==> src/rtl/rf_alu_pkg.sv <==
`default_nettype none
// ============================================================================
// Module      : rf_alu_pkg
// Description : Shared widths, ALU opcode encodings and instruction-field
//               positions for the register-file + ALU datapath slice.
// Revision    : 1.0  initial release
// ============================================================================
package rf_alu_pkg;

  localparam int DW    = 16;       // datapath width
  localparam int AW    = 3;        // register address width
  localparam int NREG  = 1 << AW;  // number of registers
  localparam int INS_W = 11;       // instruction field width seen by this slice

  // ALUop encodings
  localparam logic ALU_ADD = 1'b0;
  localparam logic ALU_SUB = 1'b1;

  // Instruction field positions
  localparam int RD_LSB   = 8;   // Ins[10:8] destination / port-B alternate
  localparam int RM_LSB   = 5;   // Ins[7:5]  port-A address
  localparam int RN_LSB   = 2;   // Ins[4:2]  port-B address
  localparam int IMM8_W   = 8;   // Ins[7:0]  load-immediate byte
  localparam int IMM5_W   = 5;   // Ins[4:0]  short ALU immediate

  // Field extraction helpers
  function automatic logic [AW-1:0] ins_rd(input logic [INS_W-1:0] ins);
    return ins[RD_LSB +: AW];
  endfunction

  function automatic logic [AW-1:0] ins_rm(input logic [INS_W-1:0] ins);
    return ins[RM_LSB +: AW];
  endfunction

  function automatic logic [AW-1:0] ins_rn(input logic [INS_W-1:0] ins);
    return ins[RN_LSB +: AW];
  endfunction

endpackage
`default_nettype wire

==> src/rtl/rf8x16.sv <==
`default_nettype none
// ============================================================================
// Module      : rf8x16
// Description : 8 x 16 register file, async active-low reset, one synchronous
//               write port and two combinational read ports (no bypass).
// Revision    : 1.0  initial release
// ============================================================================
module rf8x16
  import rf_alu_pkg::*;
(
  input  logic          clk,
  input  logic          rst_n,
  input  logic          we_i,
  input  logic [AW-1:0] waddr_i,
  input  logic [DW-1:0] wdata_i,
  input  logic [AW-1:0] raddr_a_i,
  input  logic [AW-1:0] raddr_b_i,
  output logic [DW-1:0] rdata_a_o,
  output logic [DW-1:0] rdata_b_o
);

  logic [DW-1:0] regs_q [NREG];

  // Storage: clear on reset, write the addressed entry when enabled
  always_ff @(posedge clk or negedge rst_n) begin
    if (!rst_n) begin
      for (int i = 0; i < NREG; i++) begin
        regs_q[i] <= '0;
      end
    end else if (we_i) begin
      regs_q[waddr_i] <= wdata_i;
    end
  end

  // Reads see the pre-edge contents, so a same-cycle write returns old data
  assign rdata_a_o = regs_q[raddr_a_i];
  assign rdata_b_o = regs_q[raddr_b_i];

endmodule
`default_nettype wire

==> src/rtl/rf_plus_alu.sv <==
`default_nettype none
// ============================================================================
// Module      : rf_plus_alu
// Description : ID-stage register file, ID/EXE pipeline register and EXE-stage
//               add/sub ALU with flags, load-immediate formatter and OutR.
// Revision    : 1.0  initial release
// ============================================================================
module rf_plus_alu
  import rf_alu_pkg::*;
(
  input  logic             clk,
  input  logic             Reset,
  input  logic [INS_W-1:0] Ins,
  input  logic [DW-1:0]    WBData,
  input  logic [DW-1:0]    MEMData,
  input  logic             WBRF,
  input  logic             WBresource,
  input  logic             RBresource,
  input  logic             OprandB,
  input  logic             LI,
  input  logic             Buff_OutR,
  input  logic             PSW_C,
  input  logic             ALUop,
  input  logic             Flag,
  output logic [DW-1:0]    Rm,
  output logic [DW-1:0]    Rd,
  output logic [DW-1:0]    OutR,
  output logic [DW-1:0]    OutR_EXE,
  output logic [DW-1:0]    LI_EXE,
  output logic [DW-1:0]    Sum,
  output logic             C,
  output logic             Z,
  output logic             N
);

  // ---------------------------------------------------------------- ID stage
  logic [DW-1:0] w_wr_data;
  logic [AW-1:0] w_rb_addr;

  assign w_wr_data = WBresource ? MEMData : WBData;
  assign w_rb_addr = RBresource ? ins_rd(Ins) : ins_rn(Ins);

  rf8x16 u_rf (
    .clk       (clk),
    .rst_n     (Reset),
    .we_i      (WBRF),
    .waddr_i   (ins_rd(Ins)),
    .wdata_i   (w_wr_data),
    .raddr_a_i (ins_rm(Ins)),
    .raddr_b_i (w_rb_addr),
    .rdata_a_o (Rm),
    .rdata_b_o (Rd)
  );

  // ------------------------------------------------------- ID/EXE register
  logic [DW-1:0]     a_exe_q, a_exe_d;
  logic [DW-1:0]     b_exe_q, b_exe_d;
  logic [DW-1:0]     d_exe_q, d_exe_d;
  logic [IMM8_W-1:0] imm_exe_q, imm_exe_d;

  assign a_exe_d   = Rm;
  assign b_exe_d   = OprandB ? {{(DW-IMM5_W){1'b0}}, Ins[IMM5_W-1:0]} : Rd;
  assign d_exe_d   = Rd;
  assign imm_exe_d = Ins[IMM8_W-1:0];

  // Pipeline register loads every cycle; there is no stall in this slice
  always_ff @(posedge clk or negedge Reset) begin
    if (!Reset) begin
      a_exe_q   <= '0;
      b_exe_q   <= '0;
      d_exe_q   <= '0;
      imm_exe_q <= '0;
    end else begin
      a_exe_q   <= a_exe_d;
      b_exe_q   <= b_exe_d;
      d_exe_q   <= d_exe_d;
      imm_exe_q <= imm_exe_d;
    end
  end

  // --------------------------------------------------------------- EXE stage
  // Subtract is A + ~B + cin; cin is 1 for plain SUB, PSW_C for SBC, and for
  // add it is PSW_C only under ADC.
  logic          w_is_sub;
  logic          w_cin;
  logic [DW-1:0] w_b_op;
  logic [DW:0]   w_sum17;

  assign w_is_sub = (ALUop == ALU_SUB);
  assign w_cin    = Flag ? PSW_C : w_is_sub;
  assign w_b_op   = w_is_sub ? ~b_exe_q : b_exe_q;
  assign w_sum17  = {1'b0, a_exe_q} + {1'b0, w_b_op} + {{DW{1'b0}}, w_cin};

  assign Sum = w_sum17[DW-1:0];
  assign C   = w_sum17[DW];
  assign Z   = (Sum == '0);
  assign N   = Sum[DW-1];

  // LHI keeps the low byte of the destination, LLI zero-extends
  assign LI_EXE = LI ? {imm_exe_q, d_exe_q[IMM8_W-1:0]}
                     : {{(DW-IMM8_W){1'b0}}, imm_exe_q};

  logic [DW-1:0] outr_q, outr_d;

  assign outr_d   = Buff_OutR ? Sum : outr_q;
  assign OutR     = outr_q;
  assign OutR_EXE = outr_d;

  // Result buffer captures the ALU result only when asked, otherwise holds
  always_ff @(posedge clk or negedge Reset) begin
    if (!Reset) begin
      outr_q <= '0;
    end else begin
      outr_q <= outr_d;
    end
  end

endmodule
`default_nettype wire

==> config.mk <==
export PLATFORM = sky130hd
export DESIGN_NAME = rf_plus_alu
export DESIGN_NICKNAME = d
export VERILOG_FILES = /design/src/rtl/rf_alu_pkg.sv /design/src/rtl/rf8x16.sv /design/src/rtl/rf_plus_alu.sv
export SDC_FILE = /design/constraint.sdc
export NUM_CORES = 1
export LEC_CHECK = 0
export BUFFER_PORTS_ARGS = -buffer_cell sky130_fd_sc_hd__buf_2
export CAP_MARGIN = 20
export CORE_UTILIZATION = 50
export DETAILED_ROUTE_END_ITERATION = 12
export PLACE_DENSITY_LB_ADDON = 0.2
export SYNTH_ARGS = -nofsm -noshare
export SYNTH_HDL_FRONTEND = slang
export SYNTH_SLANG_ARGS = --single-unit
==> constraint.sdc <==
create_clock -name clk -period 3.7 [get_ports clk]
set_input_delay 0.555 -clock clk [delete_from_list [all_inputs] [get_ports clk]]
set_output_delay 0.555 -clock clk [all_outputs]
set_load 0.05 [all_outputs]
=== Word level (Yosys, flattened, before mapping) ===
Cells that the tools add are included.
Widths: inputs -> output; s select.

* Bits in registers: 192
* Input port bits: 54
* Output and inout port bits: 99

* Add/sub/neg operators: 2
* Magnitude comparators: 4
* Muxes and demuxes: 16
* Bitwise logic cells: 4
* Reduce and logical (&&, ||, !) cells: 2

{| class="wikitable"
|+ Operator list
! operator !! count
|-
| $mux 16 || 10
|-
| $bwmux 128 || 1
|-
| $bmux 16 s3 || 2
|-
| $demux 16 s3 || 1
|-
| $add 16x16->17 || 1
|-
| $add 17x1->17 || 1
|-
| $logic_not 16->1 || 1
|-
| $not 16->16 || 1
|-
| $ge 4x4->1 const B || 3
|-
| $not 3->4 || 3
|-
| $lt 4x1->1 const B || 1
|-
| $mux 3 || 1
|-
| $logic_and 1x1->1 || 1
|-
| $mux 1 || 1
|}

=== Logic depth before layout (Yosys ltp) ===
Gate-level depths: netlist of the first run.

* Depth after elaboration: 6
* Gate-level depth with buffers: 13

=== Hierarchy ===
Synthesis of the first run repeated with hierarchy kept, for this count alone.

* Cell total of the unflattened synthesis: 669
* Area total of the unflattened synthesis: 10,307.4 um2

{| class="wikitable"
|+ By module, submodules not included
! module !! instances !! cells each !! area each (um2)
|-
| rf8x16 || 1 || 393 || 6,991.7
|-
| rf_plus_alu || 1 || 276 || 3,315.7
|}

=== Worst setup path after synthesis of the first run ===
No wires, ideal clock.

* Path kind: input to output
* Start point: input port ALUop
* End point: output port Z
* Arrival: 4,963 ps
* Required time: 3,145 ps
* Path slack: -1,818 ps
* Stages on the path: 13
* Path through: clkbuf_1 > clkbuf_1 > xor2_1 > fa_1 > inv_1 > fa_1 > nor2b_1 > o2111ai_1 > nand3b_1 > xor2_1 > nor4b_1 > nand4b_1 > nor4_1

* Longest elaborated chain between the ends: 4
* Elaborated cells between the ends (all ways): 5

{| class="wikitable"
|+ Ends and longest elaborated chain
! what !! line !! source
|-
| from (decl) || rf_plus_alu.sv:23 || <nowiki>input logic ALUop,</nowiki>
|-
| $mux 16 || rf_plus_alu.sv:91 || <nowiki>assign w_b_op = w_is_sub ? ~b_exe_q : b_exe_q;</nowiki>
|-
| $add 16x16->17 || rf_plus_alu.sv:92 || <nowiki>assign w_sum17 = {1'b0, a_exe_q} + {1'b0, w_b_op} + {{DW{1'b0}}, w_cin};</nowiki>
|-
| $add 17x1->17 * || rf_plus_alu.sv:92 ||
|-
| net Sum[6] || rf_plus_alu.sv:30 || <nowiki>output logic [DW-1:0] Sum,</nowiki>
|-
| $logic_not 16->1 * || rf_plus_alu.sv:96 || <nowiki>assign Z = (Sum == '0);</nowiki>
|-
| to (decl) || rf_plus_alu.sv:32 || <nowiki>output logic Z,</nowiki>
|}

Mark *: on every way through the listed nets, which the timed path passes. The rest lies on a longest branch.

=== Worst setup path in the final report of the first run ===
* Start point: input port Flag
* End point: output port Z

* Longest elaborated chain between the ends: 3

{| class="wikitable"
|+ Ends and longest elaborated chain
! what !! line !! source
|-
| from (decl) || rf_plus_alu.sv:24 || <nowiki>input logic Flag,</nowiki>
|-
| $mux 1 || rf_plus_alu.sv:90 || <nowiki>assign w_cin = Flag ? PSW_C : w_is_sub;</nowiki>
|-
| $add 17x1->17 || rf_plus_alu.sv:92 ||
|-
| $logic_not 16->1 || rf_plus_alu.sv:96 ||
|}

Every way passes these cells.

==> impl_metrics.csv, run 1 <==
group,metric,value,unit
setup_path,rrSetupSlack,880,ps
sta,skew,9.619,ps
global_routing,grt_antenna_before_repair,0,
global_routing,grt_max_degree,98,
setup_path,r2r-end,"OutR[10]$_DFF_PN0_",
placement,gp_congestion,0.8638,
synth,ys_warn_count,0,
setup_path,r2r_start,"b_exe_q[0]$_DFF_PN0_",
power_and_ir_drop,total_power,0.01033,W
setup_path,cp_max_fo,3,
synth,synth_top_flop_cell,"dfrtp_1",
power_and_ir_drop,leakage,5.483,nW
cts,root_buffer,"clkbuf_16",
power_and_ir_drop,power.internal,0.005684,W
cts,clk_pin_slew,70,ps
setup_path,critPathArrivalTime,3210,ps
setup_path,cp-start-kind,"input pin",
synth,synth.area.top_cells,"dfrtp_1, mux4_2, mux2_2",
setup_path,crit_type,"in -> out",
power_and_ir_drop,power_frac_comb,54.4,%
cts,clkLatencyLatePin,430,ps
sta,setup_ws,-65.14,ps
sta,drv_slew,0,
floorplanning,num_rows,50,
drt,drt_first_pass_iters,5,
synth,synth_top_family_by_area,"multiplexers",
sta,layout_min_cycle_time,3765,ps
synth,synth_top_cell_area_share,49.06,%
synth,netlist_area,9793,µm²
synth,synth_fa_ha_area_share,2.325,%
power_and_ir_drop,p_per_area,844.3,nW/µm²
sta,fmax,265.6,MHz
synth,syn-num-nets,902,
sta,max_slew_margin,41.10,%
drt,wl,24340,µm
cts,htreeDepth,4,
finish,final_util,64.56,%
synth,synthArstFlopShare,100.0,%
drt,drt-initial-drc-count,494,
drt,wl_per_cell,18.75,µm
global_routing,grt_pass1_vias,7373,
outcome,status,"complete, but fails checks",
setup_path,crit_end,"Z",
synth,synth_seq_cells,192,
sta,rsz0062_at_grt,"yes",
job,drv_cap,0,
synth,synth_area_per_cell,11.78,µm²
sta,tightest_slew,883.5,ps
finish,drive_above_1_share,41.43,%
power_and_ir_drop,clkPwrFrac,17.4,%
placement,dpl.hpwl,16650,µm
sta,finalCritPeriodShare,101.8,%
min_path,hp-class,"in -> async",
floorplanning,start_util,51.66,%
synth,synthCells,831,
finish,diodes,0,
drt,ant_nets,0,
cts,cts-buffers-inserted,17,
sta,setup_violations,2,
power_and_ir_drop,switching_share,44.99,%
global_routing,grt_pass1_wl,39150,µm
synth,muxShareOfSynthArea,23.89,%
synth,ys_seq_area_share,49.06,%
sta,fin_hold_ws,191.6,ps
setup_path,cp.required,3140,ps
drt,vias,7341,
setup_path,crit_start,"Flag",
power_and_ir_drop,ir_drop,0.3564,mV
power_and_ir_drop,pwr-share-seq,28.2,%
outcome,violations,"negative setup slack",
cts,cts_tree,"built",
synth,synth_xor_area_share,2.325,%
cts,clock_path_buffers,2,
finish,syn_to_final_growth,24.97,%
sta,finalHoldViolCount,0,
global_routing,grt_use_total,25.92,%
floorplanning,fp.dieW,142.0,µm
floorplanning,dieArea,20150,µm²
finish,nets,1096,
drt,drt_drc_violations_left,0,
cts,postCtsHoldBufs,0,
power_and_ir_drop,p_sw,0.004649,W
synth,synth_common_cells,"dfrtp_1, nand2_1, a21oi_1",
cts,clkSinkCount,192,
synth,synth-simple-area-share,9.838,%
drt,drt-vias-per-instance,5.656,
synth,synth-edff-count,0,
floorplanning,core,18960,µm²
synth,yosysTopAreaCell,"dfrtp_1",
setup_path,endpoint_kind,"primary output",
synth,ys_types,55,
synth,synth_most_common_cell,"dfrtp_1",
synth,synth-compound-area-share,9.787,%
global_routing,grt.overflow.total,0,
placement,port_buffers,152,
setup_path,rr_worst_depth,14,
floorplanning,ios,153,
floorplanning,die_h,142.0,µm
==> layer usage <==
layer	part of all wire, %	track usage (%)	wire length [µm]	up-vias
met5	0	0	0	-
met2	50	43.45	12110	266
met3	5.3	3.869	1291	44
met1	43	34.44	10410	3646
li1	-	-	-	3385
met4	2.2	9.621	529	0
==> kinds of logic after synthesis <==
logic type | after synthesis
fa+ha+maj | 17
simple gates | 211
mux | 145
buf+inv | 64
xor+xnor | 26
flops | 192
compound gates | 176
==> cells in the final DEF (no fill, tap or decap), drive strengths merged, types with 2 or more instances in the layout <==
| master | synthesis | final |
|---|---|---|
| xor2 | 20 | 20 |
| nand2 | 79 | 79 |
| buf | 12 | 229 |
| dfrtp | 192 | 192 |
| a31oi | 3 | 3 |
| a21oi | 78 | 78 |
| a211oi | 3 | 3 |
| nor2 | 76 | 76 |
| and3 | 2 | 2 |
| mux4 | 64 | 64 |
| o21a | 2 | 2 |
| nor3 | 6 | 6 |
| o2111ai | 2 | 2 |
| ha | 15 | 15 |
| nand3 | 2 | 2 |
| a21o | 3 | 3 |
| clkinvlp | 0 | 4 |
| nand4b | 4 | 4 |
| o21ai | 76 | 76 |
| mux2 | 61 | 61 |
| inv | 8 | 8 |
| fa | 2 | 2 |
| mux2i | 20 | 20 |
| or3 | 3 | 3 |
| or2 | 2 | 2 |
| nand2b | 3 | 3 |
| and2 | 9 | 9 |
| nand3b | 2 | 2 |
| clkinv | 0 | 2 |
| nor4 | 2 | 2 |
| clkbuf | 44 | 27 |
| xnor2 | 6 | 6 |
| nor2b | 14 | 14 |
| nor3b | 4 | 4 |
==> worst max-delay path, cell delays in order <==
cell and delay [ps]:
buf_2 110, mux2_4 300, fa_2 370, inv_2 70, fa_2 240, nor2b_4 60, o2111ai_4 200, nand3b_1 200
xor2_4 200, nor4b_2 290, nand4b_1 180, nor4_4 250, buf_6 190
==> power groups by stage <==
stage / registers (W) / logic (W) / clock network (W)
after floorplan: 0.00317 / 0.00368 / 0
after CTS: 0.00291 / 0.00551 / 0.00182
after global placement: 0.00292 / 0.00531 / 0
after detailed placement: 0.00295 / 0.00536 / 0
final: 0.00292 / 0.00562 / 0.00179
after global routing: 0.00297 / 0.00598 / 0.00190
==> sequential cells by signal, indices dropped and copies added (netlist names) <==
signal	count
b_exe_q	16
a_exe_q	16
d_exe_q	8
OutR	16
u_rf.regs_q	128
imm_exe_q	8
==> per-stage QoR <==
stage	setup WS, ps	instances	setup TNS (ps)	area [µm²]
6_report	-65.14	1298	-94.84	12240
4_1_cts	-95.39	1293	-121.7	12130
2_1_floorplan	-379.7	831	-379.7	10030
3_3_place_gp	-145.9	1258	-407.4	11450
3_5_place_dp	-204.4	1258	-622.0	11450
5_1_grt	-216.2	1298	-658.8	12240
==> worst min path at each step <==
| stage | start | endpoint | slack (ps) | depth (start not counted) |
|---|---|---|---|---|
| 2_1_floorplan | Reset | OutR[0]$_DFF_PN0_ | 260 | 0 |
| 3_3_place_gp | u_rf.regs_q[69]$_DFFE_PN0P_ | u_rf.regs_q[69]$_DFFE_PN0P_ | 470 | 2 |
| 3_5_place_dp | u_rf.regs_q[66]$_DFFE_PN0P_ | u_rf.regs_q[66]$_DFFE_PN0P_ | 490 | 2 |
| 4_1_cts | Ins[0] | imm_exe_q[0]$_DFF_PN0_ | 230 | 1 |
| 5_1_grt | Ins[0] | imm_exe_q[0]$_DFF_PN0_ | 230 | 1 |
| 6_report | Reset | imm_exe_q[1]$_DFF_PN0_ | 190 | 1 |
==> layout make-up <==
type / instances / area [µm²]
Timing Repair Buffer: 231 / 1459
Clock buffer: 25 / 505.5
Sequential cell: 192 / 4805
Tap cell: 260 / 325.3
Inverter: 8 / 33.78
Multi-Input combinational cell: 575 / 5035
Clock inverter: 7 / 75.07
Fill cell: 1504 / 6718
==> repair_timing <==
action	CTS	global route
setup endpoints to repair	11	11
gates resized for setup	22	22
buffers inserted	3	5
cloned	0	0
pin swaps	13	16
(Power assumes the default switching activity.)
==> run 2, diff against run 1 <==
==> constraint.sdc (replaced) <==
create_clock -name clk -period 3.7 [get_ports clk]
set_input_delay 0.925 -clock clk [delete_from_list [all_inputs] [get_ports clk]]
set_output_delay 0.925 -clock clk [all_outputs]
set_load 0.05 [all_outputs]
==> run 2 against run 1 <==
Against the previous run: the run still ends with negative setup slack left; final area is 6.8% higher; first-iteration DRC count increased by 28%; worst hold slack better by 310 ps; power increased by 13%; non-clock buffer count grew 27; clock-buffer cell count decreased by 4; critical path depth fell by 1; combinational power is 21% higher; global-route usage up 0.78 points; register-to-register slack gained 80 ps; highest routed layer unchanged.
==> impl_metrics.csv, run 2 (same netlist as run 1, synthesis figures left out) <==
group,metric,value,unit
placement,port_buffers,152,
finish,nets,1123,
setup_path,cp-start-kind,"input pin",
setup_path,crit_type,"in -> out",
job,drv_cap,0,
setup_path,path_cells,"buf_6 > mux2_4 > fa_2 > buf_6 > a211oi_4 > o21ai_4 > o21ai_4 > o221ai_4 > nor3b_2 > or3_4 > nor4_4 > buf_6",
sta,finalCritPeriodShare,120.0,%
finish,regMostFlops,"u_rf.regs_q",
power_and_ir_drop,clkPwrFrac,16.4,%
drt,drt_drc_violations_left,0,
setup_path,cpMostUsedCell,"buf_6",
drt,ant_nets,0,
setup_path,max_stage_delay,420,ps
sta,setup_violations,27,
drt,wl,25940,µm
sta,tightest_slew,809.0,ps
global_routing,grt_pass1_wl,40620,µm
floorplanning,die_h,142.0,µm
global_routing,grt_use_total,26.70,%
floorplanning,num_rows,50,
setup_path,rrSetupSlack,960,ps
sta,drv_slew,0,
sta,fmax,225.3,MHz
sta,skew,9.917,ps
finish,diodes,0,
drt,drt-vias-per-instance,5.709,
global_routing,grt_antenna_before_repair,0,
setup_path,crit_family,"simple AND/OR/NAND/NOR gates",
drt,drt-initial-drc-count,630,
setup_path,rr_worst_depth,10,
finish,syn_to_final_growth,33.53,%
sta,layout_min_cycle_time,4439,ps
setup_path,cpMaxStageDelayCell,"or3_4",
setup_path,crit_end,"Z",
setup_path,cp_max_fo,4,
cts,htreeDepth,4,
placement,dpl_cell_area,11870,µm²
floorplanning,ios,153,
setup_path,critPathArrivalTime,3510,ps
floorplanning,start_util,51.66,%
sta,max_slew_margin,44.52,%
outcome,status,"complete, but fails checks",
cts,clkLatencyLatePin,420,ps
sta,rsz0062_at_grt,"yes",
finish,final_common_cell,"dfrtp_1",
placement,dpl.hpwl,17150,µm
cts,cts-buffers-inserted,17,
setup_path,path_depth,12,
setup_path,r2r-end,"OutR[15]$_DFF_PN0_",
outcome,violations,"negative setup slack",
power_and_ir_drop,ir_drop,0.3350,mV
floorplanning,fp.dieW,142.0,µm
floorplanning,core,18960,µm²
global_routing,grt.overflow.total,0,
global_routing,grt_max_degree,78,
placement,dpl.cell_count,1280,
sta,finalHoldViolCount,0,
power_and_ir_drop,power_frac_comb,58.4,%
cts,root_buffer,"clkbuf_16",
cts,cts_tree,"built",
power_and_ir_drop,p_sw,0.005044,W
setup_path,crit_start,"Flag",
min_path,hp-class,"reg -> reg",
finish,fin_area,13080,µm²
power_and_ir_drop,switching_share,43.38,%
cts,postCtsHoldBufs,0,
power_and_ir_drop,p_per_area,889.3,nW/µm²
drt,wl_per_cell,19.58,µm
setup_path,cp.required,2770,ps
finish,layout_common_cells,"dfrtp_1, buf_2, buf_4, nand2_1, nor2_1",
global_routing,grt_pass1_vias,7759,
finish,drive_above_1_share,44.69,%
setup_path,cp.buffers_inverters,3,
setup_path,endpoint_kind,"primary output",
setup_path,r2r_start,"b_exe_q[0]$_DFF_PN0_",
power_and_ir_drop,power.internal,0.006584,W
power_and_ir_drop,leakage,5.829,nW
cts,clkSinkCount,192,
power_and_ir_drop,pwr-share-seq,25.2,%
floorplanning,dieArea,20150,µm²
finish,fin_cells,1325,
drt,vias,7565,
placement,gp_congestion,0.8184,
finish,largest_reg_flops,128,
finish,n_fill_cell,1385,
sta,setup_ws,-739.5,ps
cts,clock_path_buffers,2,
drt,drt_first_pass_iters,5,
cts,clk_pin_slew,70,ps
[run 2: power by group through the flow]
stage	registers, W	logic, W	clock network (W)
after floorplan	0.00317	0.00397	0
after global placement	0.00291	0.00573	0
after detailed placement	0.00294	0.00579	0
after CTS	0.00291	0.00634	0.00193
after global routing	0.00298	0.00714	0.00201
final	0.00293	0.00679	0.00191
[run 2: how the worst min path moves through the flow]
stage | startpoint | endpoint | depth (start not counted) | slack, ps
2_1_floorplan | u_rf.regs_q[18]$_DFFE_PN0P_ | u_rf.regs_q[18]$_DFFE_PN0P_ | 2 | 460
3_3_place_gp | u_rf.regs_q[66]$_DFFE_PN0P_ | u_rf.regs_q[66]$_DFFE_PN0P_ | 2 | 470
3_5_place_dp | u_rf.regs_q[66]$_DFFE_PN0P_ | u_rf.regs_q[66]$_DFFE_PN0P_ | 2 | 480
4_1_cts | u_rf.regs_q[66]$_DFFE_PN0P_ | u_rf.regs_q[66]$_DFFE_PN0P_ | 2 | 500
5_1_grt | u_rf.regs_q[66]$_DFFE_PN0P_ | u_rf.regs_q[66]$_DFFE_PN0P_ | 2 | 540
6_report | u_rf.regs_q[66]$_DFFE_PN0P_ | u_rf.regs_q[66]$_DFFE_PN0P_ | 2 | 500
[run 2: worst reg2reg max path, cell delays in order (launching register included)]
cell and delay (ps):
dfrtp_1 400, xor2_2 180, fa_2 380, buf_6 130, a211oi_4 230, o21ai_4 100, o21ai_4 190, o221ai_4 120
nor3b_2 170, or3_4 420, mux2_4 300
[run 2: final cells by class]
| type | count | area (µm²) | area share [%] |
|---|---|---|---|
| multi-input combinational | 575 | 5321 | 40.69 |
| sequential | 192 | 4805 | 36.74 |
| timing repair buffer | 258 | 1978 | 15.13 |
| clock buffer | 21 | 460.4 | 3.521 |
| tap | 260 | 325.3 | 2.488 |
| clock inverter | 11 | 152.6 | 1.167 |
| inverter | 8 | 33.78 | 0.2583 |
[run 2: timing repair]
item / CTS / global route
setup endpoints to repair: 30 / 30
setup buffers: 4 / 10
pin swaps: 13 / 11
resized for setup: 83 / 48
[run 2: layer usage]
| layer | track usage [%] | up-vias | routed length [µm] |
|---|---|---|---|
| met5 | 0 | - | 0 |
| met4 | 8.772 | 0 | 401 |
| met3 | 4.542 | 36 | 1502 |
| met2 | 46.44 | 309 | 13480 |
| met1 | 34.08 | 3771 | 10560 |
| li1 | - | 3449 | - |
[run 2: stage by stage]
| stage | hold slack, ps | setup WS [ps] | TNS, ps | util (%) | total power [W] |
|---|---|---|---|---|---|
| after floorplan | 457.9 | -1119 | -10770 | - | 0.007139 |
| after global placement | 471.9 | -922.2 | -14690 | 62.61 | 0.008642 |
| after detailed placement | 484.4 | -989.1 | -16390 | 62.61 | 0.008733 |
| after CTS | 500.6 | -761.6 | -10510 | 67.50 | 0.01118 |
| after global routing | 537.1 | -854.9 | -13660 | 68.98 | 0.01214 |
| final | 496.9 | -739.5 | -11420 | 68.98 | 0.01163 |
==> run 3, diff against run 2 <==
- SETUP_SLACK_MARGIN: unset -> 0.15
- clock period: 3.7 -> 4.27 ns (I/O delays scaled with it)
==> run 3 against run 2 <==
Against the previous run: the run still ends with negative setup slack left; worst hold slack better by 1.4 ps; cell count is 0.23% higher; sequential power is 14% lower; critical path depth is 1 higher; highest routed layer unchanged; global-route usage is 0.71 points lower.
==> impl_metrics.csv, run 3 (same netlist as run 1, synthesis figures left out) <==
group,metric,value,unit
outcome,status,"complete, but fails checks",
outcome,violations,"negative setup slack",
cts,cts_tree,"built",
cts,clkLatencyLatePin,420,ps
sta,drv_slew,0,
cts,clk_pin_slew,70,ps
sta,tightest_slew,760.3,ps
setup_path,path_cells,"buf_6 > mux2_4 > fa_2 > inv_2 > fa_2 > nor2b_2 > o2111ai_2 > nand3b_1 > xor2_4 > nor4b_2 > nand4b_1 > nor4_4 > buf_6",
cts,clkSinkCount,192,
global_routing,grt_use_total,25.99,%
sta,setup_ws,-482.2,ps
setup_path,critPathArrivalTime,3680,ps
setup_path,cp-start-kind,"input pin",
min_path,hp-class,"reg -> reg",
sta,max_slew_margin,47.87,%
drt,wl_per_cell,19.25,µm
sta,layout_min_cycle_time,4752,ps
drt,wl,25560,µm
finish,regMostFlops,"u_rf.regs_q",
finish,final_common_cell,"dfrtp_1",
drt,drt-initial-drc-count,613,
setup_path,cp.required,3200,ps
power_and_ir_drop,leakage,5.833,nW
setup_path,cp_max_fo,3,
power_and_ir_drop,p_per_area,765.0,nW/µm²
finish,layout_common_cells,"dfrtp_1, buf_2, buf_4, nand2_1",
drt,ant_nets,0,
floorplanning,fp.dieW,142.0,µm
finish,largest_reg_flops,128,
floorplanning,ios,153,
finish,drive_above_1_share,44.66,%
cts,htreeDepth,4,
placement,port_buffers,152,
finish,nets,1128,
setup_path,max_stage_delay,380,ps
drt,vias,7530,
drt,drt_first_pass_iters,5,
sta,finalHoldViolCount,0,
setup_path,endpoint_kind,"primary output",
power_and_ir_drop,total_power,0.009943,W
sta,rsz0062_at_grt,"yes",
cts,postCtsHoldBufs,0,
placement,dpl.hpwl,16910,µm
finish,syn_to_final_growth,32.72,%
global_routing,grt_max_degree,84,
floorplanning,die_h,142.0,µm
cts,root_buffer,"clkbuf_16",
floorplanning,start_util,51.66,%
sta,setup_tns,-4428,ps
cts,clock_path_buffers,2,
job,drv_cap,0,
power_and_ir_drop,ir_drop,0.3038,mV
sta,skew,8.472,ps
global_routing,grt_pass1_wl,39420,µm
global_routing,grt.overflow.total,0,
finish,n_fill_cell,1368,
placement,gp_congestion,0.7977,
cts,cts-buffers-inserted,17,
finish,diodes,0,
drt,drt_drc_violations_left,0,
sta,setup_violations,21,
setup_path,cpMaxStageDelayCell,"fa_2",
finish,fin_area,13000,µm²
global_routing,grt_antenna_before_repair,0,
floorplanning,core,18960,µm²
floorplanning,num_rows,50,
sta,finalCritPeriodShare,111.3,%
sta,fmax,210.4,MHz
drt,drt-vias-per-instance,5.670,
setup_path,crit_type,"in -> out",
floorplanning,dieArea,20150,µm²
placement,dpl_cell_area,11820,µm²
global_routing,grt_pass1_vias,7379,
==> run 3: power breakdown <==
group | leakage, nW | total (W) | internal, W | switching [W]
Clock | 0.315 | 0.00170 | 0.00104 | 0.000666
Sequential | 2.28 | 0.00253 | 0.00225 | 0.000277
Combinational | 3.24 | 0.00571 | 0.00239 | 0.00332
Total | 5.83 | 0.00994 | 0.00568 | 0.00426
==> run 3: layout make-up <==
cell class	instances	area [µm²]	area share [%]
tap	260	325.3	2.503
multi-input combinational	575	5245	40.35
clock inverter	9	156.4	1.203
inverter	8	33.78	0.2599
sequential	192	4805	36.97
timing repair buffer	263	1952	15.02
clock buffer	21	480.5	3.697
==> run 3: path summary, 6_finish.rpt <==
kind | from | end | slack, ps | cells past startpoint
max | Flag | Z | -480 | 13
min in group asynchronous | Reset | OutR[0]$_DFF_PN0_ | 690 | 1
min | u_rf.regs_q[34]$_DFFE_PN0P_ | u_rf.regs_q[34]$_DFFE_PN0P_ | 500 | 2
max reg2reg | b_exe_q[0]$_DFF_PN0_ | OutR[15]$_DFF_PN0_ | 1460 | 10
max in group asynchronous | Reset | u_rf.regs_q[8]$_DFFE_PN0P_ | 2730 | 2
min reg2reg | u_rf.regs_q[34]$_DFFE_PN0P_ | u_rf.regs_q[34]$_DFFE_PN0P_ | 500 | 2
==> run 3: metrics by stage <==
step                      hold WS [ps]  worst slack [ps]  util (%)  instances
after floorplan                  457.9            -834.7         -        831
after CTS                        506.8            -485.8     67.12       1310
after global routing             528.2            -612.2     68.57       1328
after detailed placement         491.4            -714.5     62.36       1276
after global placement           471.9            -681.0     62.36       1276
final                            498.3            -482.2     68.57       1328
==> run 3: critical path, delay by kind of cell <==
kind                     cells  cell delay (ps)
AND/OR/NAND/NOR              5              970
adder cells (fa/ha/maj)      2              580
buffers and inverters        3              350
multiplexers                 1              290
XOR/XNOR                     1              230
AO/OA/AOI/OAI                1              190
==> run 3: metal layers <==
layer | share of wire (%) | global-route usage (%) | up-vias
met4 | 1.6 | 8.489 | 0
li1 | - | - | 3451
met2 | 52 | 45.37 | 295
met3 | 5.2 | 3.769 | 35
met5 | 0 | 0 | -
met1 | 41 | 33.49 | 3749
==> run 3: timing repair <==
action,in CTS,in global routing
setup buffers,4,18
resized for setup,69,36
pin swaps,13,16
endpoints found under the setup margin,28,28
